===== config.mk =====
export PLATFORM = sky130hd
export DESIGN_NAME = m32_8
export DESIGN_NICKNAME = d
export VERILOG_FILES = /design/src/rtl/m32_8_pkg.sv /design/src/rtl/word_fifo2.sv /design/src/rtl/m32_8.sv
export SDC_FILE = /design/constraint.sdc
export NUM_CORES = 1
export LEC_CHECK = 0
export ABC_AREA = 1
export CORE_UTILIZATION = 40
export DETAILED_ROUTE_END_ITERATION = 12
export PLACE_DENSITY = 0.62
export REMOVE_ABC_BUFFERS = 1
export SYNTH_ARGS = -nofsm -noshare
export SYNTH_HDL_FRONTEND = slang
export SYNTH_HIERARCHICAL = 1
export SYNTH_SLANG_ARGS = --single-unit

===== constraint.sdc =====
create_clock -name clk_4f -period 5 [get_ports clk_4f]
set_clock_uncertainty 0.15 [all_clocks]
set_input_delay 0.75 -clock clk_4f [delete_from_list [all_inputs] [get_ports clk_4f]]
set_output_delay 0.75 -clock clk_4f [all_outputs]
set_load 0.005 [all_outputs]

===== src/rtl/m32_8_pkg.sv =====
// Shared definitions for the m32_8 word-to-byte serializer.
// Holds the FSM state encoding, the default idle fill byte, the FIFO depth
// and the debug view struct exported by the top.
package m32_8_pkg;

    typedef enum logic {
        IDLE = 1'b0,
        SEND = 1'b1
    } state_e;

    localparam logic [7:0]  IDLE_BYTE_DEFAULT = 8'hBC;
    localparam int unsigned FIFO_DEPTH        = 2;

    // Debug snapshot of the control state, for checkers and waveforms.
    typedef struct packed {
        state_e     state;
        logic [1:0] byte_cnt;
        logic [1:0] count;
    } dbg_t;

    // Select one byte of a word, byte 0 being the most significant.
    function automatic logic [7:0] word_byte(input logic [31:0] w, input logic [1:0] sel);
        logic [7:0] b;
        case (sel)
            2'd0:    b = w[31:24];
            2'd1:    b = w[23:16];
            2'd2:    b = w[15:8];
            default: b = w[7:0];
        endcase
        return b;
    endfunction

endpackage


===== src/rtl/word_fifo2.sv =====
// Two-entry word FIFO with occupancy count and a registered head view.
// A push while full and a pop while empty are ignored, so the caller may
// gate them loosely; data storage carries no reset value.
module word_fifo2
    import m32_8_pkg::*;
(
    input  logic        clk_4f,
    input  logic        reset,
    input  logic        push,
    input  logic        pop,
    input  logic [31:0] data_in,
    output logic [1:0]  count,
    output logic [31:0] head
);

    logic [31:0] mem [FIFO_DEPTH];
    logic        wr_ptr;
    logic        rd_ptr;
    logic        do_push;
    logic        do_pop;

    // Fullness is judged on the registered count, so a pop on the same edge
    // never frees a slot for a push while full.
    assign do_push = push && (count != 2'(FIFO_DEPTH));
    assign do_pop  = pop  && (count != 2'd0);
    assign head    = mem[rd_ptr];

    // Pointer and occupancy bookkeeping.
    always_ff @(posedge clk_4f or negedge reset) begin
        if (!reset) begin
            wr_ptr <= 1'b0;
            rd_ptr <= 1'b0;
            count  <= 2'd0;
        end else begin
            if (do_push) wr_ptr <= ~wr_ptr;
            if (do_pop)  rd_ptr <= ~rd_ptr;
            case ({do_push, do_pop})
                2'b10:   count <= count + 2'd1;
                2'b01:   count <= count - 2'd1;
                default: count <= count;
            endcase
        end
    end

    // Word storage write.
    always_ff @(posedge clk_4f) begin
        if (do_push) mem[wr_ptr] <= data_in;
    end

endmodule


===== src/rtl/m32_8.sv =====
// m32_8: 32-bit word to 8-bit byte stream serializer, MSB byte first.
//
// Handshake: a word is taken on a rising edge where valid_input=1 and
// ready_32=1; ready_32 is decoded from the registered FIFO count only, so
// upstream must hold data_input/valid_input stable until it sees both high
// at an edge. data_8/valid_8 are plain flop outputs with no backpressure.
//
// Build option: define M32_8_IDLE_FILL_EN to drive IDLE_BYTE on data_8 in
// cycles without payload; otherwise data_8 is 8'h00 whenever valid_8=0.
module m32_8
    import m32_8_pkg::*;
#(
    parameter logic [7:0] IDLE_BYTE = IDLE_BYTE_DEFAULT
) (
    input  logic        clk_4f,
    input  logic        reset,
    input  logic [31:0] data_input,
    input  logic        valid_input,
    output logic        ready_32,
    output logic [7:0]  data_8,
    output logic        valid_8,
    output dbg_t        dbg
);

`ifdef M32_8_IDLE_FILL_EN
    localparam logic [7:0] IDLE_OUT = IDLE_BYTE;
`else
    // The parameter stays in the interface so both builds share one header.
    localparam logic [7:0] IDLE_OUT = IDLE_BYTE & 8'h00;
`endif

    state_e      state;
    state_e      next_state;
    logic [1:0]  byte_cnt;
    logic [1:0]  next_byte_cnt;
    logic [1:0]  count;
    logic [31:0] head;
    logic        push;
    logic        pop;
    logic [7:0]  next_data;
    logic        next_valid;

    assign ready_32 = (count != 2'(FIFO_DEPTH));
    assign push     = valid_input && ready_32;
    assign dbg      = '{state: state, byte_cnt: byte_cnt, count: count};

    word_fifo2 u_fifo (
        .clk_4f  (clk_4f),
        .reset   (reset),
        .push    (push),
        .pop     (pop),
        .data_in (data_input),
        .count   (count),
        .head    (head)
    );

    // Next-state, pop and next output byte from the current state.
    always_comb begin
        next_state    = state;
        next_byte_cnt = byte_cnt;
        pop           = 1'b0;
        next_valid    = 1'b0;
        next_data     = IDLE_OUT;
        case (state)
            IDLE: begin
                // In IDLE the FIFO is empty, so a push is what makes it non-empty.
                if (push) begin
                    next_state    = SEND;
                    next_byte_cnt = 2'd0;
                end
            end
            SEND: begin
                next_valid    = 1'b1;
                next_data     = word_byte(head, byte_cnt);
                next_byte_cnt = byte_cnt + 2'd1;
                if (byte_cnt == 2'd3) begin
                    pop = 1'b1;
                    // Keep streaming if a second word is buffered or arrives now.
                    if ((count == 2'd1) && !push) next_state = IDLE;
                end
            end
            default: begin
                next_state    = IDLE;
                next_byte_cnt = 2'd0;
            end
        endcase
    end

    // State, byte counter and registered output stream.
    always_ff @(posedge clk_4f or negedge reset) begin
        if (!reset) begin
            state    <= IDLE;
            byte_cnt <= 2'd0;
            data_8   <= 8'h00;
            valid_8  <= 1'b0;
        end else begin
            state    <= next_state;
            byte_cnt <= next_byte_cnt;
            data_8   <= next_data;
            valid_8  <= next_valid;
        end
    end

endmodule


## Word level (Yosys, flattened, before mapping)

Memory sizes are Yosys's and may differ from the RTL's.
Cells that the tools add are included.
W data, S select, Z words.

- Flip-flop bits (word level): 16
- Bits in latches: 0
- Memory bits (writable): 64
- Memory bits (read-only): 0
- Input bits: 35
- Output and inout bits: 15
- Word-level logic and storage cells: 44
- Memories kept: 1

Memory list:

| memory | words | bits a word | read ports | clocked after memory_dff | write ports | RTL line | text |
|---|---|---|---|---|---|---|---|
| u_fifo.mem | 2 | 32 | 1 | 0 | 1 | word_fifo2.sv:16 | `logic [31:0] mem [FIFO_DEPTH];` |

- $add $sub $neg: 3
- Multiply operators: 0
- Divide/modulo/power cells: 0
- Order comparisons: 0
- Equality and inequality tests: 8
- Shift operators: 0
- Muxes and demuxes: 14
- Bitwise gates (word level): 3
- Reduce and logical (&&, ||, !) cells: 8

Operators with widths:

| kind | count |
|---|---|
| $pmux W8 S3 | 1 |
| $mux W1 | 8 |
| $mux W8 | 1 |
| $pmux W2 S2 | 2 |
| $eq A2 B1 Y1 const B | 3 |
| $eq A2 B2 Y1 const B | 3 |
| $add A2 B1 Y2 const B | 2 |
| $logic_and A1 B1 Y1 | 4 |
| $ne A2 B2 Y1 const B | 2 |
| $reduce_bool A2 Y1 | 2 |
| $not A1 Y1 | 3 |
| $logic_not A2 Y1 | 1 |
| $mux W2 | 1 |
| $pmux W1 S2 | 1 |
| $sub A2 B1 Y2 const B | 1 |
| $logic_not A1 Y1 | 1 |

## Depth between registers and ports, before layout

- Word-level depth: 7
- Gate-level depth with buffers: 11
- Mapped depth without buffers: 11

## Hierarchy

Netlist, hierarchy kept.

Modules (own cells, without submodules):

| module | times used | cells each | area each (µm²) | sequential area each (µm²) |
|---|---|---|---|---|
| word_fifo2 | 1 | 198 | 2,607.5 | 2,021.9 |
| m32_8 | 1 | 110 | 743.2 | 300.3 |

## Least setup slack after synthesis

OpenSTA, ideal clock, no wires.

- Kind: in2reg
- Start point: input port valid_input
- End point: memory u_fifo.mem[1][0], enable pin
- Setup time: 421 ps
- Arrival time: 2,345 ps
- Required time: 4,429 ps
- Path slack: 2,084 ps
- Cell stages on the path: 4
- Path buffers: 0
- Path through: nand2_1 > inv_1 > nand2_1 > nor2_1

- Cells in the longest elaborated chain, start to end: 4

Ends and longest elaborated chain:

| item | RTL line | text |
|---|---|---|
| from (decl) | m32_8.sv:18 | `input logic valid_input,` |
| $logic_and A1 B1 Y1 | m32_8.sv:44 | `assign push = valid_input && ready_32;` |
| net push | m32_8.sv:38 | `logic push;` |
| $logic_and A1 B1 Y1 | word_fifo2.sv:24 | `assign do_push = push && (count != 2'(FIFO_DEPTH));` |
| $mux W1 | word_fifo2.sv:47 | `if (do_push) mem[wr_ptr] <= data_in;` |
| $mux W1 (implied by the code) | word_fifo2.sv:47 |  |
| to (decl) | word_fifo2.sv:16 |  |

The timed path passes the listed nets, and every way through them passes these cells.

## Worst setup path in the final report

- Start point: register state
- End point: output port dbg[4] (netlist bit)

RTL lines:

| item | RTL line | text |
|---|---|---|
| from (decl) | m32_8.sv:32 | `state_e state;` |
| from (signal assigned) | m32_8.sv:97 | `state <= next_state;` |
| to (decl) | m32_8.sv:22 | `output dbg_t dbg` |

No word-level cell between the ends.

==> metrics.txt <==
WL per Instance=12.6 um; # DRC=0; Vias/cell=4.51; DPL Wire Length=3700 um; Critical Path Fanout Max=15; global-route wire length before repair=9780 um; crit path time final=2.48 ns; CP required=4.10 ns; Slew @ Worst Pin=0.768 ns; Leak=1.77 nW; GR Util All Layers=15.4%; DRT iter0 DRCs=95; Clk Latency, worst-skew pair=0.34 ns; CTS clk-pin slew, worst paths=0.08 ns; initial antenna violation count=0; vias in the first global route=2042; Worst path max stage delay=0.65 ns; Syn Std Cell Area=3350 um^2; CTS max path bufs=2; H-tree depth=3; routed vias=2110; Synth cell types=17; Slew Limit Headroom=48.8%; clk sink count=80; setup bufs post-CTS=0; Final Max Tran Viols=0; largest net degree at the start of global routing=34; CTS tree=yes; Post-Place Cell Area=3880 um^2; Post-Synthesis Cells=308; Layout Nets=399; First-pass DRT Iterations=5; DIE AREA=8750 um^2; root buffer cell=clkbuf_8; Layout fillers=726; Final ANT Viol Nets=0; CP delay by family, top=flip-flops; Synth area leaders=edfxtp_1 57%, nand2_1 17%, dfrtp_1 12%; register bit total from synthesis=80; max frequency=402 MHz; Routed WL=5920 um; Buffers & Inverters on Critical Path=1; Synth-to-Final Area Change=23.1%; quantity of hold-fixing buffers added after cts=0; status=completed; CP max stage cell=dfrtp_1; die width=93.5 um; worst setup path class=reg -> out; leading area contributor after synthesis=edfxtp_1; number of diodes=0; Seq/Total Area, Yosys=69.3%; initial core utilization=41.0%; Yosys warnings=6; multi-input logic area=851 um^2; Row Count=33; share of cells above drive strength 1=8.82%; Reg area=2320 um^2; GP Congestion=0.828; CTS Buf Count=9; grt ovf=0; max_cap viols=0; crit-path cells=clkdlybuf4s50_1; chip height=93.5 um; Core Area=8180 um^2; critical path arrival=1.58 ns; Final setup viols=0; Post-Route Setup TNS=0 ns; Min Hold Slack=0.359 ns; Critical Path Start Type=flip-flop; PortBufs=49; Synth Area per Inst=10.9 um^2; Final Instance Area=4120 um^2; post-synth top area share=57.4%; power per standard cell area=565 nW/um^2; Worst VDD drop=230 uV; RSZ-0062 raised after global routing=false; Final Cycle Share=49.7%; io pins=50; post-cts resize count=0; final hold vios=0; Worst Hold Class=reg -> reg; Critical Path Sink Type=output pin
-- layer usage --
metal  GRT usage, %  routed length, um
met4           7.69                 96
met1           19.8               2830
met2           24.2               2740
met5              0                  0
met3           3.66                255
-- where the power goes --
| group | switching (mW) | internal [mW] |
|---|---|---|
| Combinational | 0.464 | 0.309 |
| Clock | 0.222 | 0.298 |
| Sequential | 0.106 | 0.930 |
-- worst register-to-register path, stage by stage (launching register included) --
cell and delay, ns:
dfrtp_1 0.84, buf_4 0.36, inv_8 0.14, nand2_1 0.09, nand2_1 0.04, nand2_1 0.05
nand2_1 0.07, nor2_1 0.14, nor2_1 0.06
-- worst paths after layout --
check,start,to,slack (ns),cells past startpoint
max,state,dbg[4],2.52,1
min,u_fifo/wr_ptr,u_fifo/wr_ptr,0.36,2
max reg2reg,u_fifo/rd_ptr,data_8[1],2.95,8
min reg2reg,u_fifo/wr_ptr,u_fifo/wr_ptr,0.36,2
max in group asynchronous,reset,data_8[2],3.57,1
min in group asynchronous,reset,data_8[6],0.68,1
-- cell type report --
| cell class | count | share of cell area, % |
|---|---|---|
| inverters | 16 | 1.64 |
| clock inverters | 2 | 0.303 |
| well taps | 105 | 3.19 |
| multi-input cells | 199 | 20.6 |
| clock buffers | 14 | 5.49 |
| repair buffers | 52 | 12.4 |
| flip-flops and latches | 80 | 56.3 |
-- cell usage after synthesis --
cell,count
buf_6,4
nor2_1,19
buf_4,5
edfxtp_1,64
dfrtp_1,16
nand2_1,149
inv_8,1
buf_8,1
nand4_1,1
nand2_2,10
inv_1,14
buf_2,3
o21ai_0,8
nand3_1,5
inv_2,1
xnor2_1,1
ha_1,6
-- sequential cells by signal, indices dropped and copies added, names as in the netlist --
name,flops
data_8,8
byte_cnt,2
state,1
u_fifo/wr_ptr,1
valid_8,1
u_fifo/mem,64
u_fifo/count,2
u_fifo/rd_ptr,1
-- placed cells by master, fill, tap and decap left out --
master / n
nand3_1: 5
nand2_2: 10
clkbuf_8: 11
xnor2_1: 1
nor2_2: 1
clkinv_2: 1
nand4_1: 1
dfrtp_1: 16
nand2_1: 149
edfxtp_1: 64
inv_1: 14
o21ai_0: 8
buf_4: 3
clkinvlp_4: 1
clkbuf_16: 3
inv_2: 1
nor2_1: 18
clkdlybuf4s50_1: 49
ha_1: 6
inv_8: 1
-- stage by stage --
step	utilization (%)	power, mW	instances	setup WS [ns]
after floorplan	-	1.51	295	2.08
after global placement	47.5	1.81	452	2.49
after detailed placement	47.5	1.83	452	2.46
after CTS	50.4	2.35	468	2.48
after global routing	50.4	2.51	468	2.41
final	50.4	2.33	468	2.52
-- cell families after synthesis --
family	after synthesis	synth area share [%]
buffers and inverters	29	5.38
and+or+nand+nor	184	21.6
xor gates and xnor gates	1	0.261
adders and majority gates	6	2.24
DFF	80	69.3
AOI/OAI and AO/OA	8	1.19
(Power assumes the default switching activity.)
